### src/rtl/apb_console_fifo.sv
// apb_console_fifo: APB-mapped byte FIFO drained to a character sink and,
// in simulation, echoed to the console as each character leaves the FIFO.
module apb_console_fifo #(
    parameter logic [31:0] BASE_ADDR = 32'h1000_0000,
    parameter int unsigned DEPTH     = 16,
    parameter bit          BLOCKING  = 1'b0,
    parameter bit          PRINT_EN  = 1'b1
) (
    input  logic        clk_i,
    input  logic        rst_ni,
    input  logic        psel_i,
    input  logic        penable_i,
    input  logic        pwrite_i,
    input  logic [31:0] paddr_i,
    input  logic [31:0] pwdata_i,
    output logic [31:0] prdata_o,
    output logic        pready_o,
    output logic        pslverr_o,
    output logic        char_valid_o,
    output logic [7:0]  char_data_o,
    input  logic        char_ready_i
);

    localparam int unsigned AW       = $clog2(DEPTH);
    localparam logic [AW:0] FULL_CNT = (AW+1)'(DEPTH);

    logic [7:0]    mem_q [DEPTH];
    logic [AW-1:0] wptr_q, wptr_d;
    logic [AW-1:0] rptr_q, rptr_d;
    logic [AW:0]   count_q, count_d;
    logic          ovf_q, ovf_d;
    logic          drain_en_q, drain_en_d;

    logic access, sel_data, sel_stat, sel_ctrl;
    logic data_wr, ctrl_wr, full, empty;
    logic push, pop, drop, stall, flush;
    logic unused_pwdata;

    // Gating with rst_ni keeps the bus outputs idle while reset is held.
    assign access   = psel_i & penable_i & rst_ni;
    assign sel_data = (paddr_i == BASE_ADDR);
    assign sel_stat = (paddr_i == BASE_ADDR + 32'h4);
    assign sel_ctrl = (paddr_i == BASE_ADDR + 32'h8);

    assign data_wr = access & pwrite_i & sel_data;
    assign ctrl_wr = access & pwrite_i & sel_ctrl;
    assign full    = (count_q == FULL_CNT);
    assign empty   = (count_q == '0);

    // Full is judged on the registered count only, so a same-cycle pop never frees room.
    assign stall = BLOCKING & data_wr & full;
    assign drop  = ~BLOCKING & data_wr & full;
    assign push  = data_wr & ~full;
    assign flush = ctrl_wr & pwdata_i[1];

    assign char_valid_o = ~empty & drain_en_q;
    assign char_data_o  = mem_q[rptr_q];
    assign pop          = char_valid_o & char_ready_i;

    assign pready_o  = ~stall;
    assign pslverr_o = (access & ~(sel_data | sel_stat | sel_ctrl)) | drop;

    assign unused_pwdata = ^pwdata_i[31:8];

    // Read mux: only STATUS and CTRL return data, everything else reads zero.
    always_comb begin
        prdata_o = '0;
        if (access & ~pwrite_i) begin
            if (sel_stat) begin
                prdata_o = {16'h0, 8'(count_q), 5'h0, ovf_q, full, empty};
            end else if (sel_ctrl) begin
                prdata_o = {31'h0, drain_en_q};
            end
        end
    end

    // Next-state for pointers, count and control bits; flush overrides any pop.
    always_comb begin
        wptr_d     = wptr_q;
        rptr_d     = rptr_q;
        count_d    = count_q;
        drain_en_d = ctrl_wr ? pwdata_i[0] : drain_en_q;
        ovf_d      = (ovf_q & ~(ctrl_wr & pwdata_i[2])) | drop;
        if (flush) begin
            wptr_d  = '0;
            rptr_d  = '0;
            count_d = '0;
        end else begin
            if (push) wptr_d = wptr_q + AW'(1);
            if (pop)  rptr_d = rptr_q + AW'(1);
            case ({push, pop})
                2'b10:   count_d = count_q + (AW+1)'(1);
                2'b01:   count_d = count_q - (AW+1)'(1);
                default: count_d = count_q;
            endcase
        end
    end

    // State registers with asynchronous reset.
    always_ff @(posedge clk_i or negedge rst_ni) begin
        if (!rst_ni) begin
            wptr_q     <= '0;
            rptr_q     <= '0;
            count_q    <= '0;
            ovf_q      <= 1'b0;
            drain_en_q <= 1'b1;
        end else begin
            wptr_q     <= wptr_d;
            rptr_q     <= rptr_d;
            count_q    <= count_d;
            ovf_q      <= ovf_d;
            drain_en_q <= drain_en_d;
        end
    end

    // FIFO storage; contents need no reset since count gates visibility.
    always_ff @(posedge clk_i) begin
        if (push) mem_q[wptr_q] <= pwdata_i[7:0];
    end

`ifndef SYNTHESIS
    // Echo each character that actually leaves the FIFO to the console.
    always_ff @(posedge clk_i) begin
        if (PRINT_EN && pop && !flush) $write("%c", char_data_o);
    end
`endif

endmodule

### config.mk
export PLATFORM = sky130hd
export DESIGN_NAME = apb_console_fifo
export DESIGN_NICKNAME = d
export VERILOG_FILES = /design/src/rtl/apb_console_fifo.sv
export SDC_FILE = /design/constraint.sdc
export NUM_CORES = 1
export LEC_CHECK = 0
export CORE_ASPECT_RATIO = 2
export CORE_MARGIN = 2
export CORE_UTILIZATION = 57
export DETAILED_ROUTE_END_ITERATION = 7
export GPL_ROUTABILITY_DRIVEN = 0
export GPL_TIMING_DRIVEN = 0
export HOLD_SLACK_MARGIN = 0.05
export PLACE_DENSITY = 0.86
export SLEW_MARGIN = 20
export SYNTH_ARGS = -nofsm -noshare
export SYNTH_HDL_FRONTEND = slang
export SYNTH_SLANG_ARGS = --single-unit
### constraint.sdc
create_clock -name clk_i -period 5.1 [get_ports clk_i]
set_clock_uncertainty 0.05 [all_clocks]
set_input_delay 0.51 -clock clk_i [delete_from_list [all_inputs] [get_ports clk_i]]
set_output_delay 0.51 -clock clk_i [all_outputs]
set_load 0.1 [all_outputs]
==> results of run 1 <==
[synthesized netlist by cell type (all sizes together)]
cell type | n | area, µm²
mux4 | 40 | 900.9
and2 | 15 | 93.84
mux2i | 4 | 40.04
buf | 33 | 234.0
a21o | 2 | 15.01
a2bb2oi | 2 | 17.52
a31oi | 2 | 12.51
nor3 | 4 | 31.28
dfrtp | 14 | 350.3
nor2b | 4 | 25.02
or3b | 1 | 8.760
or3 | 2 | 12.51
o41ai | 1 | 8.760
nor2 | 17 | 63.81
a21oi | 5 | 25.02
inv | 11 | 41.29
xor2 | 3 | 26.28
nand4 | 6 | 37.54
nor4b | 6 | 73.81
conb | 2 | 7.510
mux2 | 5 | 60.05
clkbuf | 7 | 27.52
dfstp | 1 | 26.28
xnor2 | 3 | 26.28
a211o | 1 | 8.760
and3 | 4 | 25.02
nand2 | 8 | 30.03
nand2b | 3 | 18.77
nand3 | 4 | 20.02
nand3b | 2 | 15.01
ha | 6 | 75.07
nor3b | 1 | 7.510
edfxtp | 128 | 3844
nor4 | 10 | 83.83
[per-stage QoR]
stage               setup slack (ns)  std cells  hold WS (ns)  power [mW]
floorplan                     0.7256        380        0.1644       1.405
global placement              0.2372        582        0.4831       1.457
detailed placement            0.1489        586        0.5147       1.461
CTS                           0.1434        617        0.3828       2.649
global route                0.001485        617        0.3954       2.702
finish                        0.1746        617        0.3966       2.648
[final cells by class]
type / instances / area (µm²)
flip-flops and latches: 143 / 4220
fillers: 695 / 2997
multi-input cells: 186 / 1882
repair buffers: 66 / 655.6
clock buffers: 19 / 432.9
plain buffers: 40 / 261.5
well taps: 140 / 175.2
clock inverters: 12 / 145.1
inverters: 11 / 41.29
[worst paths after layout]
check / cells past startpoint / to
worst min-delay path: 3 / ovf_q$_DFF_PN0_
min in group asynchronous: 1 / count_q[1]$_DFFE_PN0P_
max in group asynchronous: 1 / wptr_q[1]$_DFFE_PN0P_
worst min register to register: 2 / ovf_q$_DFF_PN0_
worst max register to register: 12 / count_q[4]$_DFFE_PN0P_
worst max-delay path: 6 / prdata_o[8]
[layout by cell type, fill, tap and decap left out, drive strengths merged, types with 5 or more instances in the layout]
master,Yosys,final
a21oi,5,5
and2,15,15
buf,33,37
clkbuf,7,26
clkdlybuf4s50,0,57
clkinv,0,5
conb,2,25
dfrtp,14,14
dlymetal6s2s,0,5
edfxtp,128,128
ha,6,6
inv,11,11
mux2,5,5
mux4,40,40
nand2,8,8
nand4,6,6
nor2,17,17
nor4,10,10
nor4b,6,6
[worst register-to-register path: stages, from the launching register on]
cell      delay, ns
dfrtp_1        0.32
clkbuf_1       0.30
nor4_2         0.16
a211o_1        0.36
nor3_4         0.37
buf_2          0.33
nor2_1         0.08
xor2_1         0.15
ha_1           0.24
nor4_1         0.20
nand2_1        0.11
mux2i_1        0.20
mux2_1         0.34
[report_power, final]
part / switching, mW / total (mW) / internal, mW
sequential: 0.000124 / 1.28 / 1.28
clock: 0.451 / 1.21 / 0.759
combinational: 0.114 / 0.161 / 0.0462
total: 0.565 / 2.65 / 2.08
[registers in the layout, summed over array words and instances, names as in the netlist]
name,cells
count_q,5
ovf_q,1
mem_q,128
rptr_q,4
drain_en_q,1
wptr_q,4
[kinds of logic (layout without fill, tap and decap cells)]
family,count (synthesis),in the layout
buf+inv,51,148
xor+xnor,6,6
fa+ha+maj,6,6
mux,49,49
flops,143,143
other cells,2,25
compound gates,13,13
simple gates,87,87
[metal layers]
layer | share of wire [%] | track usage [%] | vias up | routed length, µm
met4 | 3.6 | 11.28 | 0 | 490
met5 | 0 | 0 | - | 0
met3 | 5.8 | 5.213 | 34 | 788
met1 | 33 | 25.26 | 1757 | 4539
met2 | 57 | 44.58 | 203 | 7754
li1 | - | - | 1568 | -
==> out/qor.txt, run 1 <==
Post-Synth Simple-Gate Area: 8.688%
status: complete, no violations
Clock Tree Buf Depth: 2
DP Wirelength: 9485 µm
first-pass GRT wire length: 20600 µm
synth warn: 0
Worst-path clk slew: 0.06 ns
I/O Buffers: 62
WP data arrival: 4.37 ns
reg-to-reg critical path startpoint: count_q[1]$_DFFE_PN0P_
via/cell ratio: 5.773
Adder-Cell Fraction of Synth Area: 1.193%
power per cell area: 338.9 nW/µm²
vias: 3562
Post-Syn Instances: 357
DP Area: 7223 µm²
clock sink count: 143
H-tree depth: 4
clock latency on the worst-skew pair: 0.41 ns
Worst Hold Class: input port to register
Final Util: 72.28%
num rows: 54
RSZ-0062 raised after global routing: no
leak pwr: 2.818 nW
share of cells above drive strength 1: 24.11%
hold_buf cts: 0
Rel. slew slack: 34.63%
crit path launch: rst_ni
crit-path max cell delay: 1.13 ns
CTS tree: done
Initial Utilization: 58.22%
Synth Area in Compound Gates: 1.392%
area grow syn2layout: 24.16%
Worst Hold Launch: paddr_i[3]
DRT Wirelength: 13570 µm
initial antenna violation count: 0
Max VDD drop: 0.2400 mV
Crit. End Element: output port
mapped cell area: 6294 µm²
slowest CP cell: clkdlybuf4s50_1
post-route cell area: 7814 µm²
CP Buf/Inv Count: 2
vias in the first global route: 3704
largest family of logic cells by synthesized area: multiplexers
CTS resizes: 0
postcts setup bufs: 0
multiplexer area fraction after synthesis: 15.90%
endpoints failing setup: 0
startpoint types: input port
register area share after synthesis: 67.06%
final period utilization: 96.58%
Antenna diodes: 0
Fin. Hold Viols: 0
nets@finish: 541
die width: 78.30 µm
Peak Freq: 0.2030 GHz
XOR/XNOR Fraction of Synth Area: 0.8350%
crit path kind: input port to output port
DRC violations left: 0
min Tclk post-route: 4.925 ns
area of the die: 11950 µm²
TNS Setup: 0 ns
flops & latches, synth: 143
Final ANT Viol Nets: 0
Reg2Reg Setup Slack: 1.77 ns
CP cell instances: clkdlybuf4s50_1 -> nand3_1 -> nor3_1 -> nor4b_4 -> and2_1 -> clkdlybuf4s50_1
Max Cap Viol: 0
die height: 152.6 µm
number of buffers created by CTS: 17
cell family with most CP delay: buffers and inverters
GRT Total Usage: 24.08%
Root Driver: clkbuf_16
Routed WL per cell: 22.00 µm
largest net degree at the start of global routing: 18
Crit Path Max Fanout: 16
Synth cell types: 45
Core ar.: 10810 µm²
measured slew at the worst slew-check pin: 0.9775 ns
Avg Synthesized Cell Area: 17.63 µm²
initial DRC count: 316
# IOs: 113
Req. time, crit path: 4.54 ns
1st-pass router iterations: 5
Pins Over Slew Limit: 0
total grt overflow: 0
crit-path most repeated cell: clkdlybuf4s50_1
No activity file was read; power rests on OpenSTA's default activity.
==> inputs of run 2 (changes only) <==
Clock period 5.1 ns to 5.8 ns, I/O delays scaled along.
==> run 2 against run 1 <==
Compared with the run above:
- sequential share of layout area up 0.087 points
- worst setup slack better by 0.53 ns
- combinational power down 12%
==> out/qor.txt, run 2 (same netlist as run 1, synthesis figures left out) <==
Pins Over Slew Limit: 0 (unchanged)
via/cell ratio: 5.778 (about the same)
startpoint types: input port
switch share: 21.38% (+0.038 points)
total grt overflow: 0 (unchanged)
I/O Buffers: 62 (unchanged)
Initial Utilization: 58.22% (unchanged)
Root Driver: clkbuf_16
Worst Hold Class: input port to register
clock latency on the worst-skew pair: 0.41 ns (about the same)
die width: 78.30 µm (unchanged)
1st-pass router iterations: 4 (-1)
CTS resizes: 0 (unchanged)
status: complete, no violations
Top reg by flops: mem_q
DP Area: 7223 µm² (unchanged)
Final ANT Viol Nets: 0 (unchanged)
num rows: 54 (unchanged)
Fin. Hold Viols: 0 (unchanged)
postcts setup bufs: 0 (unchanged)
first-pass GRT wire length: 20600 µm (unchanged)
Largest register FFs: 128 (unchanged)
post-route cell area: 7801 µm² (-0.16%)
Crit. End Element: output port
Routed WL per cell: 21.95 µm (-0.22%)
hold_buf cts: 0 (unchanged)
most frequent cells in the layout: edfxtp_1, clkdlybuf4s50_1, mux4_2
initial DRC count: 315 (-0.32%)
Max Cap Viol: 0 (unchanged)
Combinational Power Share: 6.1% (about the same)
Rel. slew slack: 34.64% (about the same)
final hold slack: 0.4689 ns (+0.07229 ns)
DRT Wirelength: 13540 µm (-0.22%)
area grow syn2layout: 23.96%
Clock Tree Buf Depth: 2 (unchanged)
endpoints failing setup: 0 (unchanged)
Top Registers: mem_q x128, count_q x5
commonest non-fill, non-tap cell in the layout: edfxtp_1
Max VDD drop: 0.2096 mV (-13%)
initial antenna violation count: 0 (unchanged)
Clock power frac: 45.7% (about the same)
internal power: 1.832 mW (-12%)
Net Switching: 0.4980 mW (-12%)
die height: 152.6 µm (unchanged)
vias: 3565 (+0.084%)
vias in the first global route: 3704 (unchanged)
leak pwr: 2.725 nW (-3.3%)
clock sink count: 143 (unchanged)
Peak Freq: 0.1962 GHz
WP data arrival: 4.47 ns (+0.10 ns)
# IOs: 113 (unchanged)
share of cells above drive strength 1: 24.11% (unchanged)
placed insts: 586 (unchanged)
H-tree depth: 4 (unchanged)
Worst-path clk slew: 0.06 ns (about the same)
TNS Setup: 0 ns (unchanged)
Crit Path Max Fanout: 16 (unchanged)
largest net degree at the start of global routing: 18 (unchanged)
Req. time, crit path: 5.17 ns (+0.63 ns)
min Tclk post-route: 5.098 ns
Antenna diodes: 0 (unchanged)
crit path kind: input port to output port
RSZ-0062 raised after global routing: no
Core ar.: 10810 µm² (unchanged)
GRT Total Usage: 24.08% (unchanged)
power per cell area: 298.6 nW/µm² (-12%)
area of the die: 11950 µm² (unchanged)
CTS tree: done
DP Wirelength: 9485 µm (unchanged)
Final Non-Filler Cells: 617 (unchanged)
measured slew at the worst slew-check pin: 0.9774 ns (-0.0001459 ns)
DRC violations left: 0 (unchanged)
nets@finish: 541 (unchanged)
part of the power in registers: 48.2% (about the same)
fillers: 695 (unchanged)
final period utilization: 87.89%
number of buffers created by CTS: 17 (unchanged)
## run 2: cell count changes in the layout (fill, tap and decap cells not counted), sizes merged
cell | before | now
clkdlybuf4s50 | 57 | 62
dlymetal6s2s | 5 | 0
## run 2: final timing paths
check	slack, ns	depth (start not counted)	to	startpoint
setup / recovery	0.70	6	prdata_o[1]	rst_ni
setup reg to reg	2.53	11	count_q[2]$_DFFE_PN0P_	count_q[1]$_DFFE_PN0P_
max in group asynchronous	4.63	1	wptr_q[1]$_DFFE_PN0P_	rst_ni
hold reg to reg	0.53	2	ovf_q$_DFF_PN0_	ovf_q$_DFF_PN0_
hold / removal	0.47	3	ovf_q$_DFF_PN0_	paddr_i[3]
min in group asynchronous	0.58	1	count_q[0]$_DFFE_PN0P_	rst_ni
## run 2: power groups by stage
| stage | Clock [mW] | Combinational (mW) | Sequential [mW] |
|---|---|---|---|
| floorplan | 0 | 0.0909 | 1.14 |
| global placement | 0 | 0.137 | 1.14 |
| detailed placement | 0 | 0.140 | 1.14 |
| CTS | 1.07 | 0.141 | 1.12 |
| global route | 1.11 | 0.147 | 1.12 |
| finish | 1.07 | 0.141 | 1.12 |
## run 2: per-layer routing
metal | up-vias | global-route usage [%] | wire [µm]
met1 | 1777 | 25.26 | 4578
met2 | 188 | 44.58 | 7742
li1 | 1569 | - | -
met3 | 31 | 5.213 | 731
met5 | - | 0 | 0
met4 | 0 | 11.28 | 491
## run 2: area by class of cell
| type | instances | area [µm²] | area share [%] |
|---|---|---|---|
| Buffer | 40 | 261.5 | 3.352 |
| Clock inverter | 12 | 145.1 | 1.860 |
| Timing Repair Buffer | 66 | 643.1 | 8.244 |
| Sequential cell | 143 | 4220 | 54.10 |
| Clock buffer | 19 | 432.9 | 5.549 |
| Multi-Input combinational cell | 186 | 1882 | 24.12 |
| Tap cell | 140 | 175.2 | 2.245 |
| Inverter | 11 | 41.29 | 0.5293 |
## run 2: metrics by stage
| step | setup WS (ns) | utilization, % | total power [mW] |
|---|---|---|---|
| 2_1_floorplan | 1.286 | - | 1.235 |
| 4_1_cts | 0.7034 | 72.16 | 2.329 |
| 6_report | 0.7023 | 72.16 | 2.330 |
| 3_3_place_gp | 0.8175 | 66.38 | 1.281 |
| 3_5_place_dp | 0.7089 | 66.82 | 1.285 |
| 5_1_grt | 0.5045 | 72.16 | 2.376 |
## run 2: worst max-delay path, stage by stage
cell	delay [ns]
clkdlybuf4s50_1	0.98
nand3_1	0.35
nor3_1	0.68
nor4b_4	0.50
and3_1	0.22
clkdlybuf4s50_1	1.14
